$ cat config.mk
export PLATFORM = sky130hd
export DESIGN_NAME = mc_control_flat
export DESIGN_NICKNAME = d
export VERILOG_FILES = /design/src/rtl/mc_control_pkg.sv /design/src/rtl/mc_control_if.sv /design/src/rtl/alu_op_dec.sv /design/src/rtl/mc_control.sv /design/src/flat_wrapper.sv
export SDC_FILE = /design/constraint.sdc
export NUM_CORES = 1
export LEC_CHECK = 0
export CAP_MARGIN = 5
export CORE_ASPECT_RATIO = 2
export CORE_UTILIZATION = 40
export CTS_CLUSTER_DIAMETER = 200
export DETAILED_ROUTE_END_ITERATION = 10
export GPL_TIMING_DRIVEN = 0
export PLACE_DENSITY = 0.79
export SETUP_SLACK_MARGIN = 0.15
export SYNTH_ARGS = -nofsm -noshare
export SYNTH_HDL_FRONTEND = slang
export SYNTH_SLANG_ARGS = --single-unit
$ cat constraint.sdc
create_clock -name clk -period 2.1 [get_ports clk]
set_input_delay 0.42 -clock clk [delete_from_list [all_inputs] [get_ports clk]]
set_output_delay 0.42 -clock clk [all_outputs]
set_load 0.005 [all_outputs]
$ cat src/rtl/mc_control_pkg.sv
// mc_control_pkg
//   Shared definitions for the multi-cycle controller: state encoding,
//   instruction opcode / function-code constants, ALU operation codes,
//   the decoded instruction class and the trap cause.
package mc_control_pkg;

  typedef enum logic [2:0] {
    S_IDLE   = 3'd0,
    S_FETCH  = 3'd1,
    S_DECODE = 3'd2,
    S_EXEC   = 3'd3,
    S_MEM    = 3'd4,
    S_WB     = 3'd5,
    S_TRAP   = 3'd6
  } state_e;

  // Instruction class latched in DECODE; everything after DECODE keys off it.
  typedef enum logic [2:0] {
    CLS_RTYPE,
    CLS_ADDI,
    CLS_LW,
    CLS_SW,
    CLS_BEQ,
    CLS_JUMP,
    CLS_ILL
  } instr_cls_e;

  typedef enum logic [1:0] {
    CAUSE_NONE,
    CAUSE_ILLEGAL,
    CAUSE_TIMEOUT
  } trap_cause_e;

  localparam logic [5:0] OP_RTYPE = 6'h00;
  localparam logic [5:0] OP_J     = 6'h02;
  localparam logic [5:0] OP_JAL   = 6'h03;
  localparam logic [5:0] OP_BEQ   = 6'h04;
  localparam logic [5:0] OP_ADDI  = 6'h08;
  localparam logic [5:0] OP_LW    = 6'h23;
  localparam logic [5:0] OP_SW    = 6'h2B;

  localparam logic [5:0] FN_ADD = 6'h20;
  localparam logic [5:0] FN_SUB = 6'h22;
  localparam logic [5:0] FN_AND = 6'h24;
  localparam logic [5:0] FN_OR  = 6'h25;
  localparam logic [5:0] FN_SLT = 6'h2A;

  localparam logic [2:0] ALU_AND = 3'b000;
  localparam logic [2:0] ALU_OR  = 3'b001;
  localparam logic [2:0] ALU_ADD = 3'b010;
  localparam logic [2:0] ALU_SUB = 3'b110;
  localparam logic [2:0] ALU_SLT = 3'b111;

  // Wait-counter value seen on the 16th consecutive not-ready MEM cycle.
  localparam logic [3:0] WAIT_LAST = 4'd15;

endpackage

$ cat src/rtl/mc_control_if.sv
// mc_control_if
//   Bundles the controller's instruction / memory inputs and its control
//   outputs. The slave modport is the controller's view; the master modport
//   is the view of whatever drives the instruction register and memory.
//   Inputs : INT, memReady, opCode[5:0], fnCode[5:0]
//   Outputs: PCWrite, loadEntry, IRWrite, RegDst, RegWrite, ALUSrc, Mem2Reg,
//            MemRead, MemWrite, branch, jump, op[2:0], state[2:0],
//            instrDone, illegal, memTimeout, retired[15:0]
interface mc_control_if;
  logic        INT;
  logic        memReady;
  logic [5:0]  opCode;
  logic [5:0]  fnCode;
  logic        PCWrite, loadEntry, IRWrite;
  logic        RegDst, RegWrite, ALUSrc, Mem2Reg, MemRead, MemWrite, branch, jump;
  logic [2:0]  op;
  logic [2:0]  state;
  logic        instrDone, illegal, memTimeout;
  logic [15:0] retired;

  modport master (
    output INT, memReady, opCode, fnCode,
    input  PCWrite, loadEntry, IRWrite, RegDst, RegWrite, ALUSrc, Mem2Reg,
           MemRead, MemWrite, branch, jump, op, state, instrDone, illegal,
           memTimeout, retired
  );

  modport slave (
    input  INT, memReady, opCode, fnCode,
    output PCWrite, loadEntry, IRWrite, RegDst, RegWrite, ALUSrc, Mem2Reg,
           MemRead, MemWrite, branch, jump, op, state, instrDone, illegal,
           memTimeout, retired
  );
endinterface

$ cat src/rtl/alu_op_dec.sv
// alu_op_dec
//   Purely combinational instruction decode: classifies opCode/fnCode and
//   selects the ALU operation the instruction uses in EXEC.
//   Inputs : i_opcode[5:0], i_fncode[5:0]
//   Outputs: o_op[2:0] ALU operation, o_cls instruction class (CLS_ILL when
//            the opcode or the R-type function code is not supported)
module alu_op_dec
  import mc_control_pkg::*;
(
  input  logic [5:0]  i_opcode,
  input  logic [5:0]  i_fncode,
  output logic [2:0]  o_op,
  output instr_cls_e  o_cls
);

  always_comb begin
    // NOTE: every output gets a default before the case so no path leaves it unassigned (no latch).
    o_op  = ALU_ADD;
    o_cls = CLS_ILL;
    case (i_opcode)
      OP_RTYPE: begin
        o_cls = CLS_RTYPE;
        case (i_fncode)
          FN_ADD:  o_op = ALU_ADD;
          FN_SUB:  o_op = ALU_SUB;
          FN_AND:  o_op = ALU_AND;
          FN_OR:   o_op = ALU_OR;
          FN_SLT:  o_op = ALU_SLT;
          default: o_cls = CLS_ILL;
        endcase
      end
      OP_J, OP_JAL: o_cls = CLS_JUMP;   // jal is treated as a plain jump: no link
      OP_BEQ: begin
        o_cls = CLS_BEQ;
        o_op  = ALU_SUB;
      end
      OP_ADDI: o_cls = CLS_ADDI;
      OP_LW:   o_cls = CLS_LW;
      OP_SW:   o_cls = CLS_SW;
      default: o_cls = CLS_ILL;
    endcase
  end

endmodule

$ cat src/rtl/mc_control.sv
// mc_control
//   Multi-cycle controller: IDLE -> FETCH -> DECODE -> EXEC -> [MEM] -> [WB]
//   with a sticky TRAP for illegal instructions and memory timeouts.
//   Control outputs are decoded from the registered state, the instruction
//   class latched in DECODE, and the two live handshake inputs (INT in IDLE,
//   memReady in MEM). retired counts instruction boundaries (instrDone).
//   Ports: clk, rst (async, active-high), bus (mc_control_if.slave)
module mc_control
  import mc_control_pkg::*;
(
  input  logic         clk,
  input  logic         rst,
  mc_control_if.slave  bus
);

  state_e      r_state;
  instr_cls_e  r_cls;
  logic [2:0]  r_alu;
  logic [3:0]  r_wait;
  logic        r_pend;
  trap_cause_e r_cause;
  logic [15:0] r_retired;

  logic [2:0]  w_dec_op;
  instr_cls_e  w_dec_cls;
  logic        w_pcw, w_le, w_irw, w_rdst, w_rw, w_alusrc, w_m2r;
  logic        w_mr, w_mw, w_branch, w_jump, w_done, w_ill, w_mto;
  logic [2:0]  w_op;

  alu_op_dec u_alu_op_dec (
    .i_opcode (bus.opCode),
    .i_fncode (bus.fnCode),
    .o_op     (w_dec_op),
    .o_cls    (w_dec_cls)
  );

  always_comb begin
    w_pcw = 1'b0;  w_le  = 1'b0;  w_irw    = 1'b0;  w_rdst = 1'b0;
    w_rw  = 1'b0;  w_m2r = 1'b0;  w_alusrc = 1'b0;  w_mr   = 1'b0;
    w_mw  = 1'b0;  w_branch = 1'b0;  w_jump = 1'b0;  w_done = 1'b0;
    w_ill = 1'b0;  w_mto = 1'b0;  w_op = ALU_ADD;
    case (r_state)
      // rst gating keeps loadEntry/PCWrite low while reset is held with INT=1.
      S_IDLE: if (bus.INT && !rst) begin
        w_le  = 1'b1;
        w_pcw = 1'b1;
      end
      S_FETCH: w_irw = 1'b1;
      S_EXEC: begin
        w_op = r_alu;
        case (r_cls)
          CLS_ADDI, CLS_LW, CLS_SW: w_alusrc = 1'b1;
          CLS_BEQ: begin
            w_branch = 1'b1;  w_pcw = 1'b1;  w_done = 1'b1;
          end
          CLS_JUMP: begin
            w_jump = 1'b1;  w_pcw = 1'b1;  w_done = 1'b1;
          end
          default: ;
        endcase
      end
      S_MEM: begin
        w_mr = (r_cls == CLS_LW);
        w_mw = (r_cls == CLS_SW);
        if (bus.memReady) begin
          if (r_cls == CLS_SW) begin
            w_pcw  = 1'b1;
            w_done = 1'b1;
          end
        end else if (r_wait == WAIT_LAST) begin
          w_mto = 1'b1;
        end
      end
      S_WB: begin
        w_rw   = 1'b1;  w_pcw = 1'b1;  w_done = 1'b1;
        w_rdst = (r_cls == CLS_RTYPE);
        w_m2r  = (r_cls == CLS_LW);
      end
      S_TRAP: begin
        w_ill = (r_cause == CAUSE_ILLEGAL);
        w_mto = (r_cause == CAUSE_TIMEOUT);
      end
      default: ;
    endcase
    // A pending entry request is serviced at the instruction boundary.
    if (w_done && r_pend) w_le = 1'b1;
  end

  always_ff @(posedge clk or posedge rst) begin
    if (rst) begin
      r_state   <= S_IDLE;
      r_cls     <= CLS_ILL;
      r_alu     <= ALU_ADD;
      r_wait    <= '0;
      r_pend    <= 1'b0;
      r_cause   <= CAUSE_NONE;
      r_retired <= '0;
    end else begin
      // NOTE: non-blocking assignments so every register samples pre-edge values.
      // A new INT outside IDLE (including one on a boundary) arms the next boundary.
      r_pend <= (r_pend && !w_done) || (bus.INT && (r_state != S_IDLE));
      if (w_done) r_retired <= r_retired + 16'd1;
      case (r_state)
        S_IDLE:  if (bus.INT) r_state <= S_FETCH;
        S_FETCH: r_state <= S_DECODE;
        S_DECODE: begin
          r_cls <= w_dec_cls;
          r_alu <= w_dec_op;
          if (w_dec_cls == CLS_ILL) begin
            r_cause <= CAUSE_ILLEGAL;
            r_state <= S_TRAP;
          end else begin
            r_state <= S_EXEC;
          end
        end
        S_EXEC: begin
          case (r_cls)
            CLS_LW, CLS_SW: begin
              r_wait  <= '0;
              r_state <= S_MEM;
            end
            CLS_BEQ, CLS_JUMP: r_state <= S_FETCH;
            default:           r_state <= S_WB;
          endcase
        end
        S_MEM: begin
          if (bus.memReady) begin
            if (r_cls == CLS_LW) r_state <= S_WB;
            else                 r_state <= S_FETCH;
          end else if (r_wait == WAIT_LAST) begin
            r_cause <= CAUSE_TIMEOUT;
            r_state <= S_TRAP;
          end else begin
            r_wait <= r_wait + 4'd1;
          end
        end
        S_WB:    r_state <= S_FETCH;
        S_TRAP:  r_state <= S_TRAP;
        default: r_state <= S_IDLE;
      endcase
    end
  end

  assign bus.PCWrite    = w_pcw;
  assign bus.loadEntry  = w_le;
  assign bus.IRWrite    = w_irw;
  assign bus.RegDst     = w_rdst;
  assign bus.RegWrite   = w_rw;
  assign bus.ALUSrc     = w_alusrc;
  assign bus.Mem2Reg    = w_m2r;
  assign bus.MemRead    = w_mr;
  assign bus.MemWrite   = w_mw;
  assign bus.branch     = w_branch;
  assign bus.jump       = w_jump;
  assign bus.op         = w_op;
  assign bus.state      = r_state;
  assign bus.instrDone  = w_done;
  assign bus.illegal    = w_ill;
  assign bus.memTimeout = w_mto;
  assign bus.retired    = r_retired;

endmodule

$ cat src/flat_wrapper.sv
// flat-port wrapper written by rule: the top's interface ports become plain ports
module mc_control_flat import mc_control_pkg::*;
  (clk, rst, bus_INT, bus_memReady, bus_opCode, bus_fnCode, bus_PCWrite, bus_loadEntry, bus_IRWrite, bus_RegDst, bus_RegWrite, bus_ALUSrc, bus_Mem2Reg, bus_MemRead, bus_MemWrite, bus_branch, bus_jump, bus_op, bus_state, bus_instrDone, bus_illegal, bus_memTimeout, bus_retired);
  mc_control_if bus_i ();
  input  logic clk;
  input  logic rst;
  input wire logic [$bits(bus_i.INT)-1:0] bus_INT;
  input wire logic [$bits(bus_i.memReady)-1:0] bus_memReady;
  input wire logic [$bits(bus_i.opCode)-1:0] bus_opCode;
  input wire logic [$bits(bus_i.fnCode)-1:0] bus_fnCode;
  output wire logic [$bits(bus_i.PCWrite)-1:0] bus_PCWrite;
  output wire logic [$bits(bus_i.loadEntry)-1:0] bus_loadEntry;
  output wire logic [$bits(bus_i.IRWrite)-1:0] bus_IRWrite;
  output wire logic [$bits(bus_i.RegDst)-1:0] bus_RegDst;
  output wire logic [$bits(bus_i.RegWrite)-1:0] bus_RegWrite;
  output wire logic [$bits(bus_i.ALUSrc)-1:0] bus_ALUSrc;
  output wire logic [$bits(bus_i.Mem2Reg)-1:0] bus_Mem2Reg;
  output wire logic [$bits(bus_i.MemRead)-1:0] bus_MemRead;
  output wire logic [$bits(bus_i.MemWrite)-1:0] bus_MemWrite;
  output wire logic [$bits(bus_i.branch)-1:0] bus_branch;
  output wire logic [$bits(bus_i.jump)-1:0] bus_jump;
  output wire logic [$bits(bus_i.op)-1:0] bus_op;
  output wire logic [$bits(bus_i.state)-1:0] bus_state;
  output wire logic [$bits(bus_i.instrDone)-1:0] bus_instrDone;
  output wire logic [$bits(bus_i.illegal)-1:0] bus_illegal;
  output wire logic [$bits(bus_i.memTimeout)-1:0] bus_memTimeout;
  output wire logic [$bits(bus_i.retired)-1:0] bus_retired;
  assign bus_i.INT = bus_INT;
  assign bus_i.memReady = bus_memReady;
  assign bus_i.opCode = bus_opCode;
  assign bus_i.fnCode = bus_fnCode;
  assign bus_PCWrite = bus_i.PCWrite;
  assign bus_loadEntry = bus_i.loadEntry;
  assign bus_IRWrite = bus_i.IRWrite;
  assign bus_RegDst = bus_i.RegDst;
  assign bus_RegWrite = bus_i.RegWrite;
  assign bus_ALUSrc = bus_i.ALUSrc;
  assign bus_Mem2Reg = bus_i.Mem2Reg;
  assign bus_MemRead = bus_i.MemRead;
  assign bus_MemWrite = bus_i.MemWrite;
  assign bus_branch = bus_i.branch;
  assign bus_jump = bus_i.jump;
  assign bus_op = bus_i.op;
  assign bus_state = bus_i.state;
  assign bus_instrDone = bus_i.instrDone;
  assign bus_illegal = bus_i.illegal;
  assign bus_memTimeout = bus_i.memTimeout;
  assign bus_retired = bus_i.retired;
  mc_control u_core (.clk(clk), .rst(rst), .bus(bus_i));
endmodule
-- Word-level counts from Yosys, hierarchy flattened
Cells that the tools add are included.
- add/sub/neg operators: 2
- multipliers: 0
- div/mod/pow operators: 0
- order comparisons: 0
- equality and inequality tests: 33
- shift operators: 0
- muxes and demuxes: 44
- bitwise gates (word level): 0
- reduce and logical (&&, ||, !) cells: 21
- operators with widths (operator ; count):
    6-bit equality test, second input constant ; 7
    1-bit 2-to-1 mux ; 21
    3-bit 2-to-1 mux ; 7
    3-bit one-hot mux with 7 select lines ; 1
    3-bit equality test, second input constant ; 6
    3-bit one-hot mux with 6 select lines ; 1
    16-bit by 1-bit adder with 16-bit output, second input constant ; 1
    3-bit by 2-bit equality test with 1-bit output, second input constant ; 4
    6-bit by 2-bit equality test with 1-bit output, second input constant ; 2
    4-bit 2-to-1 mux ; 3
    3-bit one-hot mux with 2 select lines ; 2
    3-bit one-hot mux with 4 select lines ; 1
    4-bit one-hot mux with 2 select lines ; 1
    4-bit AND reduction ; 2
    3-bit by 1-bit equality test with 1-bit output, second input constant ; 2
    6-bit by 3-bit equality test with 1-bit output, second input constant ; 1
    6-bit by 4-bit equality test with 1-bit output, second input constant ; 1
    3-bit zero test ; 2
    6-bit zero test ; 1
    2-bit 2-to-1 mux ; 3
    2-bit by 1-bit inequality test with 1-bit output, second input constant ; 3
    2-bit inequality test, second input constant ; 3
    2-bit OR reduction ; 3
    5-bit OR reduction ; 1
    16 further kinds ; 21
- register bits: 32
- bits in latches: 0
- RAM bits: 0
- ROM bits: 0
- input port bits: 16
- output and inout port bits: 36
- word-level logic and storage cells: 107
- memories: 0

-- Depth between registers and ports, before layout
Gate-level depths: netlist (run 1).
- depth after elaboration: 7
- mapped depth: 7
- gate-level depth less buffers: 5

-- Modules after synthesis
From an unflattened synthesis (run 1), not the netlist that was laid out.
- cell total of the unflattened synthesis: 202
- area total of the unflattened synthesis: 1978.1 um^2
- modules (own cells, without submodules) (module ; times used ; cells an instance ; area each (um^2) ; seq. area each (um^2)):
    mc_control ; 1 ; 173 ; 1775.5 ; 804.5
    alu_op_dec ; 1 ; 29 ; 202.7 ; 0.0

-- Worst setup path after synthesis (run 1)
No wires, ideal clock.
- path type: register to output
- from: reg u_core.r_cls[1]
- to: out bus_PCWrite
- arrival time: 1.493 ns
- slack: 0.187 ns
- cell stages (with the launch flop): 6
- path buffers: 1
- cells stage by stage: dfstp_2 > and2b_1 > a21o_1 > a22o_4 > buf_6 > or2_1
- cells in the longest elaborated chain, start to end: 4
- elaborated cells on any way between the ends: 8
- ends and longest elaborated chain (element ; RTL line ; text):
    start: declaration ; mc_control.sv:17 ; instr_cls_e r_cls;
    start signal: assignment ; mc_control.sv:107 ; r_cls <= w_dec_cls;
    3-bit by 2-bit equality test with 1-bit output or 3-bit equality test (tied branches) ; mc_control.sv:66, mc_control.sv:51 ;
    1-bit 2-to-1 mux or 2-bit OR reduction (tied branches) ; - ;
    1-bit 2-to-1 mux (on tied branches) ; mc_control.sv:65, mc_control.sv:51 ;
    1-bit one-hot mux with 4 select lines (*) ; mc_control.sv:42 ; case (r_state)
    end: declaration ; flat_wrapper.sv:11 ; output wire logic [$bits(bus_i.PCWrite)-1:0] bus_PCWrite;
Mark *: on every way between the ends. The rest lies on a longest branch, timed or not.

-- Worst setup path in the final report (run 1)
Same ends and word-level chain as after synthesis.

==> run_results.csv, run 1 <==
group,metric,value,unit
synthesis,synth_area_leader_cell,"sky130_fd_sc_hd__dfrtp_1",
timing,final.min_clock_period,2294,ps
floorplan,die_h,101.0,um
power,power.share.sequential,31.2,%
synthesis,synth-seq-area-share,41.03,%
flow_run,max_cap_violations,0,
floorplan,die-area,5203,um^2
timing,max-slew-margin-rel,64.74,%
grt,grt_start_max_net_pins,33,
clocking,htree_num_levels,2,
critical_path,timing.critical_path.to_type,"output port",
floorplan,num_io_pins,52,
critical_path,cp_data_required_time,1680,ps
floorplan,starting_density_of_the_core,42.24,%
synthesis,netlist_instances,213,
status,violations,"negative setup slack",
grt,grt_first_pass_wirelength,8652,um
detailed_routing,route.layer.met1.wl,1747,um
critical_path,worst-setup-path-type,"reg -> out",
power,power_switching,1.052,mW
timing,final.setup.tns,-631.8,ps
timing,unrepaired_setup_endpoints_after_global_routing,"yes",
synthesis,syn_nets,231,
clocking,cts_tree,"built",
power,reported_leakage_power,1.264,nW
critical_path,setup.worst_path.start_class,"flop",
power,ir_worst_vdd,0.5464,mV
critical_path,critical_path_at,1870,ps
floorplan,die_x,51.51,um
final_layout,multi_input_comb_area,1149,um^2
power,cellInternalPower,1.811,mW
synthesis,synth.most_common_cell,"sky130_fd_sc_hd__dfrtp_1",
clocking,tritoncts.num_buffers,5,
clocking,cts_hold_buf,0,
detailed_routing,top_layer_used,"met4",
timing,fin_ws,-193.9,ps
place,gp_routability_congestion,0.8413,
power,power_per_cell_area,1009,nW/um^2
synthesis,synthArstFlopShare,100.0,%
critical_path,critical_path_peak_fanout,4,
synthesis,synth_area,1961,um^2
detailed_routing,route.detailed.wl_per_inst,14.93,um
synthesis,ys_warn_count,0,
final_layout,regArea,805.8,um^2
timing,worst_pin_slew,525.6,ps
detailed_routing,initialDrtViolationCount,39,
clocking,cts_max_path_buffers,2,
clocking,cts.sink_count,32,
final_layout,fin_nets,306,
power,power_switching_share,36.74,%
detailed_routing,drtAntennaViolNets,0,
power,comb_power_share,51.5,%
final_layout,inserted_diodes,0,
timing,fmax,0.4359,GHz
synthesis,yosys-top-cells-count,"sky130_fd_sc_hd__dfrtp_1 (29), sky130_fd_sc_hd__nand2_1 (19), sky130_fd_sc_hd__nand3_1 (14), sky130_fd_sc_hd__nor2_1 (14), sky130_fd_sc_hd__xnor2_1 (14)",
place,port-buffer-count,47,
synthesis,postSynthAreaPerCell,9.205,um^2
timing,finClkSkew,5.450,ps
timing,slew_violations,0,
grt,grt-ovfl-total,0,
synthesis,synth_enable_flop_cells,0,
timing,final_period_util,109.2,%
clocking,clkSlewWorstSetupHoldPaths,70,ps
detailed_routing,met3RoutedLength,191,um
grt,number_of_antenna_violations_at_the_first_check_in_global_routing,0,
synthesis,ys.flop_type,"sky130_fd_sc_hd__dfrtp_1",
detailed_routing,met2RoutedLength,3050,um
clocking,ctsRootBufferMaster,"sky130_fd_sc_hd__clkbuf_8",
synthesis,ys_seq_elements,32,
floorplan,floorplan.core_area,4642,um^2
final_layout,final_layout_size_suffix_gt1_share,29.76,%
synthesis,yosysTopAreaCellShare,37.01,%
power,clock_power_share,17.3,%
status,outcome,"finished with violations",
final_layout,utilization,61.16,%
synthesis,post_synth_main_area_contributors,"sky130_fd_sc_hd__dfrtp_1 (37%), sky130_fd_sc_hd__xnor2_1 (6.3%), sky130_fd_sc_hd__dfstp_2 (4.0%)",
timing,timing_hold_violations_final,0,
final_layout,final.fill_count,414,
place,dp.final_hpwl,3535,um
grt,globalRouteTotalUtil,22.21,%
grt,grt_pass1_vias,1969,
final_layout,syn2layout_area_growth,44.80,%
detailed_routing,drtPass1Iterations,4,
worst_hold_path,hold_path_class,"in -> reg",
floorplan,core.rowCount,35,
detailed_routing,vias,1833,
synthesis,netlist_cell_types,54,
clocking,worstSkewPairLatency,290,ps
timing,setup_viol,4,
detailed_routing,number_of_vias_per_cell,5.328,
detailed_routing,route.detailed.drc,0,
detailed_routing,wirelength,5135,um
==> layer usage <==
metal / global-route usage [%] / vias to the layer above
met5: 0 / -
met4: 11.23 / 0
met3: 4.072 / 11
met2: 43.36 / 59
met1: 20.44 / 864
li1: - / 899
==> sequential cells by signal, summed over array words and instances (netlist names) <==
register	count
u_core.r_cls	3
u_core.r_alu	3
u_core.bus.state	3
u_core.bus.retired	16
u_core.r_cause	2
u_core.r_pend	1
u_core.r_wait	4
==> cells by family after synthesis <==
group	Yosys count	synth area share, %
and+or+nand+nor	102	31.34
AOI/OAI and AO/OA	41	13.34
DFF	32	41.03
buffers and inverters	20	5.552
xor gates and xnor gates	15	6.701
adders and majority gates	2	1.276
muxes	1	0.7656
==> critical path, cell delays in order, from the launching register on <==
cell and delay, ps:
sky130_fd_sc_hd__dfstp_2 530, sky130_fd_sc_hd__and2b_2 230, sky130_fd_sc_hd__a21o_1 170, sky130_fd_sc_hd__a22o_4 230, sky130_fd_sc_hd__buf_6 120, sky130_fd_sc_hd__or2_1 190
sky130_fd_sc_hd__buf_2 120
==> through the flow <==
step	hold slack [ps]	power, mW	std cells	setup WS (ps)	area, um^2
2_1_floorplan	438.8	1.567	213	186.5	1961
3_3_place_gp	451.8	1.977	315	-387.4	2500
3_5_place_dp	463.8	1.993	315	-380.4	2500
4_1_cts	442.2	2.780	338	-184.4	2779
5_1_grt	483.4	3.055	344	-248.7	2839
6_report	445.0	2.863	344	-193.9	2839
==> worst paths after layout <==
check                                       startpoint                      to  slack (ps)  cells past startpoint
worst min register to register  u_core.bus.retired[15]  u_core.bus.retired[15]         470                      1
worst max register to register     u_core.bus.state[0]  u_core.bus.retired[10]         240                      9
max in group asynchronous                          rst         u_core.r_alu[1]        1120                      3
worst max-delay path                   u_core.r_cls[1]             bus_PCWrite        -190                      6
min in group asynchronous                          rst        u_core.r_wait[0]         480                      2
worst min-delay path                     bus_opCode[2]         u_core.r_cls[0]         450                      2
==> cell usage in the layout, fill, tap and decap left out, types with 2 or more instances in the layout <==
master	count
sky130_fd_sc_hd__nor2b_1	3
sky130_fd_sc_hd__and3_2	2
sky130_fd_sc_hd__clkbuf_2	6
sky130_fd_sc_hd__o31ai_1	2
sky130_fd_sc_hd__dfstp_2	3
sky130_fd_sc_hd__dlygate4sd2_1	3
sky130_fd_sc_hd__clkdlybuf4s50_1	30
sky130_fd_sc_hd__a31oi_1	3
sky130_fd_sc_hd__nor4_1	2
sky130_fd_sc_hd__buf_2	9
sky130_fd_sc_hd__nand3_1	13
sky130_fd_sc_hd__clkbuf_1	5
sky130_fd_sc_hd__nor3b_2	3
sky130_fd_sc_hd__and3_1	3
sky130_fd_sc_hd__nand4_1	6
sky130_fd_sc_hd__xnor2_1	14
sky130_fd_sc_hd__nand2_1	18
sky130_fd_sc_hd__nor2b_4	3
sky130_fd_sc_hd__clkbuf_8	8
sky130_fd_sc_hd__buf_6	7
sky130_fd_sc_hd__nor3_2	5
sky130_fd_sc_hd__nor3_1	3
sky130_fd_sc_hd__nor2_1	14
sky130_fd_sc_hd__a21o_1	4
sky130_fd_sc_hd__nor4_4	2
sky130_fd_sc_hd__buf_4	19
sky130_fd_sc_hd__o21ai_0	7
sky130_fd_sc_hd__inv_1	6
sky130_fd_sc_hd__nand2b_1	5
sky130_fd_sc_hd__dfrtp_1	28
sky130_fd_sc_hd__o21ai_1	4
sky130_fd_sc_hd__a21oi_1	11
==> layout make-up <==
type	instances	share of cell area [%]
Buffer	13	3.746
Timing Repair Buffer	68	20.89
Clock buffer	8	3.173
Multi-Input combinational cell	161	40.46
Sequential cell	32	28.38
Tap cell	55	2.424
Inverter	7	0.9255
==> power groups by stage <==
stage / Combinational, mW / Sequential (mW) / Clock [mW]
2_1_floorplan: 0.682 / 0.884 / 0
3_3_place_gp: 1.07 / 0.905 / 0
3_5_place_dp: 1.09 / 0.908 / 0
5_1_grt: 1.61 / 0.912 / 0.531
4_1_cts: 1.39 / 0.890 / 0.504
6_report: 1.48 / 0.894 / 0.494
==> timing repair <==
action | in CTS | in global routing
resized for setup | 72 | 14
setup endpoints to repair | 18 | 15
buffers inserted | 15 | 5
pin swaps | 6 | 3
No activity file was read; power rests on OpenSTA's default activity.
==> inputs of run 2 (changes only) <==
--- a/config.mk
+++ b/config.mk
@@ -13,6 +13,7 @@
 export GPL_TIMING_DRIVEN = 0
 export PLACE_DENSITY = 0.79
 export SETUP_SLACK_MARGIN = 0.15
+export SLEW_MARGIN = 25
 export SYNTH_ARGS = -nofsm -noshare
 export SYNTH_HDL_FRONTEND = slang
 export SYNTH_SLANG_ARGS = --single-unit
==> run 2 against run 1 <==
Compared with the run above:
- the flow still finishes with violations (negative setup slack)
- combinational power barely moved
- sequential power about the same
- worst setup slack barely moved
- maximum frequency hardly changed
- via count increased by 1.6%
- flip-flop and latch count is the same
- clock skew about the same
- non-clock buffer count fell by 1
- critical path type unchanged
- largest power group unchanged
- highest routed layer unchanged
==> run_results.csv, run 2 (same netlist as run 1, synthesis figures left out) <==
group,metric,value,unit
status,outcome,"finished with violations",
status,violations,"negative setup slack",
detailed_routing,number_of_vias_per_cell,5.431,
power,post-layout-total-power,2.861,mW
final_layout,syn2layout_area_growth,43.40,%
clocking,worstSkewPairLatency,290,ps
floorplan,die_h,101.0,um
final_layout,fin_nets,305,
detailed_routing,vias,1863,
grt,grt_start_max_net_pins,33,
critical_path,timing.critical_path.to_type,"output port",
timing,final.setup.tns,-628.4,ps
place,port-buffer-count,47,
clocking,htree_num_levels,2,
final_layout,post_layout_nonfiller_instances,343,
critical_path,crit_path_top_delay_cell,"sky130_fd_sc_hd__dfstp_2",
final_layout,final_layout_size_suffix_gt1_share,29.86,%
floorplan,num_io_pins,52,
detailed_routing,route.detailed.wl_per_inst,14.94,um
clocking,cts_hold_buf,0,
clocking,cts_max_path_buffers,2,
detailed_routing,drtPass1Iterations,4,
place,place_inst,315,
timing,setup_viol,4,
floorplan,die-area,5203,um^2
floorplan,starting_density_of_the_core,42.24,%
critical_path,cp_slowest_stage_delay,530,ps
grt,globalRouteTotalUtil,22.21,%
detailed_routing,initialDrtViolationCount,33,
grt,grt_pass1_vias,1969,
timing,worst_pin_slew,661.7,ps
timing,final.min_clock_period,2294,ps
flow_run,max_cap_violations,0,
critical_path,setup.worst_path.start_class,"flop",
timing,timing_hold_violations_final,0,
final_layout,largest_register_ff_count,16,
critical_path,critical_path_peak_fanout,4,
timing,max-slew-margin-rel,55.82,%
timing,unrepaired_setup_endpoints_after_global_routing,"yes",
critical_path,critical_path_at,1870,ps
critical_path,worst-setup-path-type,"reg -> out",
final_layout,inserted_diodes,0,
power,ir_worst_vdd,0.5454,mV
final_layout,most_used_cells_in_the_layout_excluding_fill_and_tap_cells,"sky130_fd_sc_hd__clkdlybuf4s50_1 (30), sky130_fd_sc_hd__dfrtp_1 (28), sky130_fd_sc_hd__buf_4 (19), sky130_fd_sc_hd__nand2_1 (18)",
timing,fmax,0.4360,GHz
final_layout,layout_commonest_cell,"sky130_fd_sc_hd__clkdlybuf4s50_1",
detailed_routing,drtAntennaViolNets,0,
clocking,ctsRootBufferMaster,"sky130_fd_sc_hd__clkbuf_8",
timing,slew_violations,0,
place,gp_routability_congestion,0.8413,
critical_path,cp_cell_sequence,"and2b_2 > a21o_1 > a22o_4 > buf_6 > or2_1 > buf_2",
clocking,tritoncts.num_buffers,5,
power,power_per_cell_area,1017,nW/um^2
place,dp_worst_setup_slack,-380.4,ps
grt,grt_first_pass_wirelength,8652,um
clocking,cts_tree,"built",
timing,holdWs,444.5,ps
grt,grt-ovfl-total,0,
floorplan,core.rowCount,35,
clocking,clkSlewWorstSetupHoldPaths,70,ps
detailed_routing,wirelength,5123,um
detailed_routing,route.detailed.drc,0,
floorplan,die_x,51.51,um
place,dp.final_hpwl,3535,um
timing,final_period_util,109.2,%
timing,fin_ws,-193.7,ps
timing,finClkSkew,5.445,ps
grt,number_of_antenna_violations_at_the_first_check_in_global_routing,0,
critical_path,cp_data_required_time,1680,ps
floorplan,floorplan.core_area,4642,um^2
clocking,cts.sink_count,32,
worst_hold_path,hold_path_class,"in -> reg",
power,reported_leakage_power,1.254,nW
==> run 2: changes by cell type in the layout (fill, tap and decap cells not counted), sizes merged <==
cell,previous run,this run
clkinv,1,0
buf,36,35
inv,6,7
==> run 2: path summary, 6_finish.rpt <==
kind | slack [ps] | endpoint | depth (start not counted) | startpoint
max in group asynchronous | 1030 | u_core.bus.state[1] | 2 | rst
hold reg to reg | 470 | u_core.bus.retired[15] | 1 | u_core.bus.retired[15]
setup / recovery | -190 | bus_PCWrite | 6 | u_core.r_cls[1]
min in group asynchronous | 600 | u_core.bus.retired[8] | 2 | rst
setup reg to reg | 230 | u_core.bus.retired[10] | 9 | u_core.bus.state[0]
hold / removal | 440 | u_core.r_cls[0] | 2 | bus_opCode[2]
==> run 2: stage by stage <==
step | area, um^2 | util, %
2_1_floorplan | 1961 | -
3_3_place_gp | 2500 | 53.85
3_5_place_dp | 2500 | 53.85
4_1_cts | 2779 | 59.87
5_1_grt | 2811 | 60.57
6_report | 2811 | 60.57
==> run 2: cell type report <==
cell class                      count  area, um^2
Fill cell                         417        1831
Multi-Input combinational cell    161        1149
Sequential cell                    32       805.8
Timing Repair Buffer               67       565.5
Buffer                             13       106.4
Clock buffer                        8       90.09
Tap cell                           55       68.82
Inverter                            7       26.28
==> run 2: critical path, delay by kind of cell (launching register included) <==
kind                   cells  cell delay, ps
DFF                        1             530
buffers and inverters      2             240
AOI/OAI and AO/OA          2             400
and+or+nand+nor            2             420
==> run 2: layer usage <==
metal	global-route usage [%]	vias up	wire [um]
li1	-	902	-
met1	20.44	890	1735
met2	43.36	58	3010
met3	4.072	13	216
met4	11.23	0	159
met5	0	-	0
==> run 2: what timing repair did <==
| action | CTS | global route |
|---|---|---|
| buffers inserted | 15 | 5 |
| resized for setup | 72 | 14 |
| pin swaps | 6 | 3 |
| setup endpoints to repair | 18 | 15 |
| hold endpoints to repair | 0 | 0 |
==> run 2: where the power goes <==
group	internal, mW	leakage [nW]	switching [mW]	total, mW
registers	0.752	0.413	0.141	0.893
clock network	0.267	0.0455	0.228	0.495
logic	0.787	0.796	0.686	1.47
total	1.81	1.25	1.05	2.86
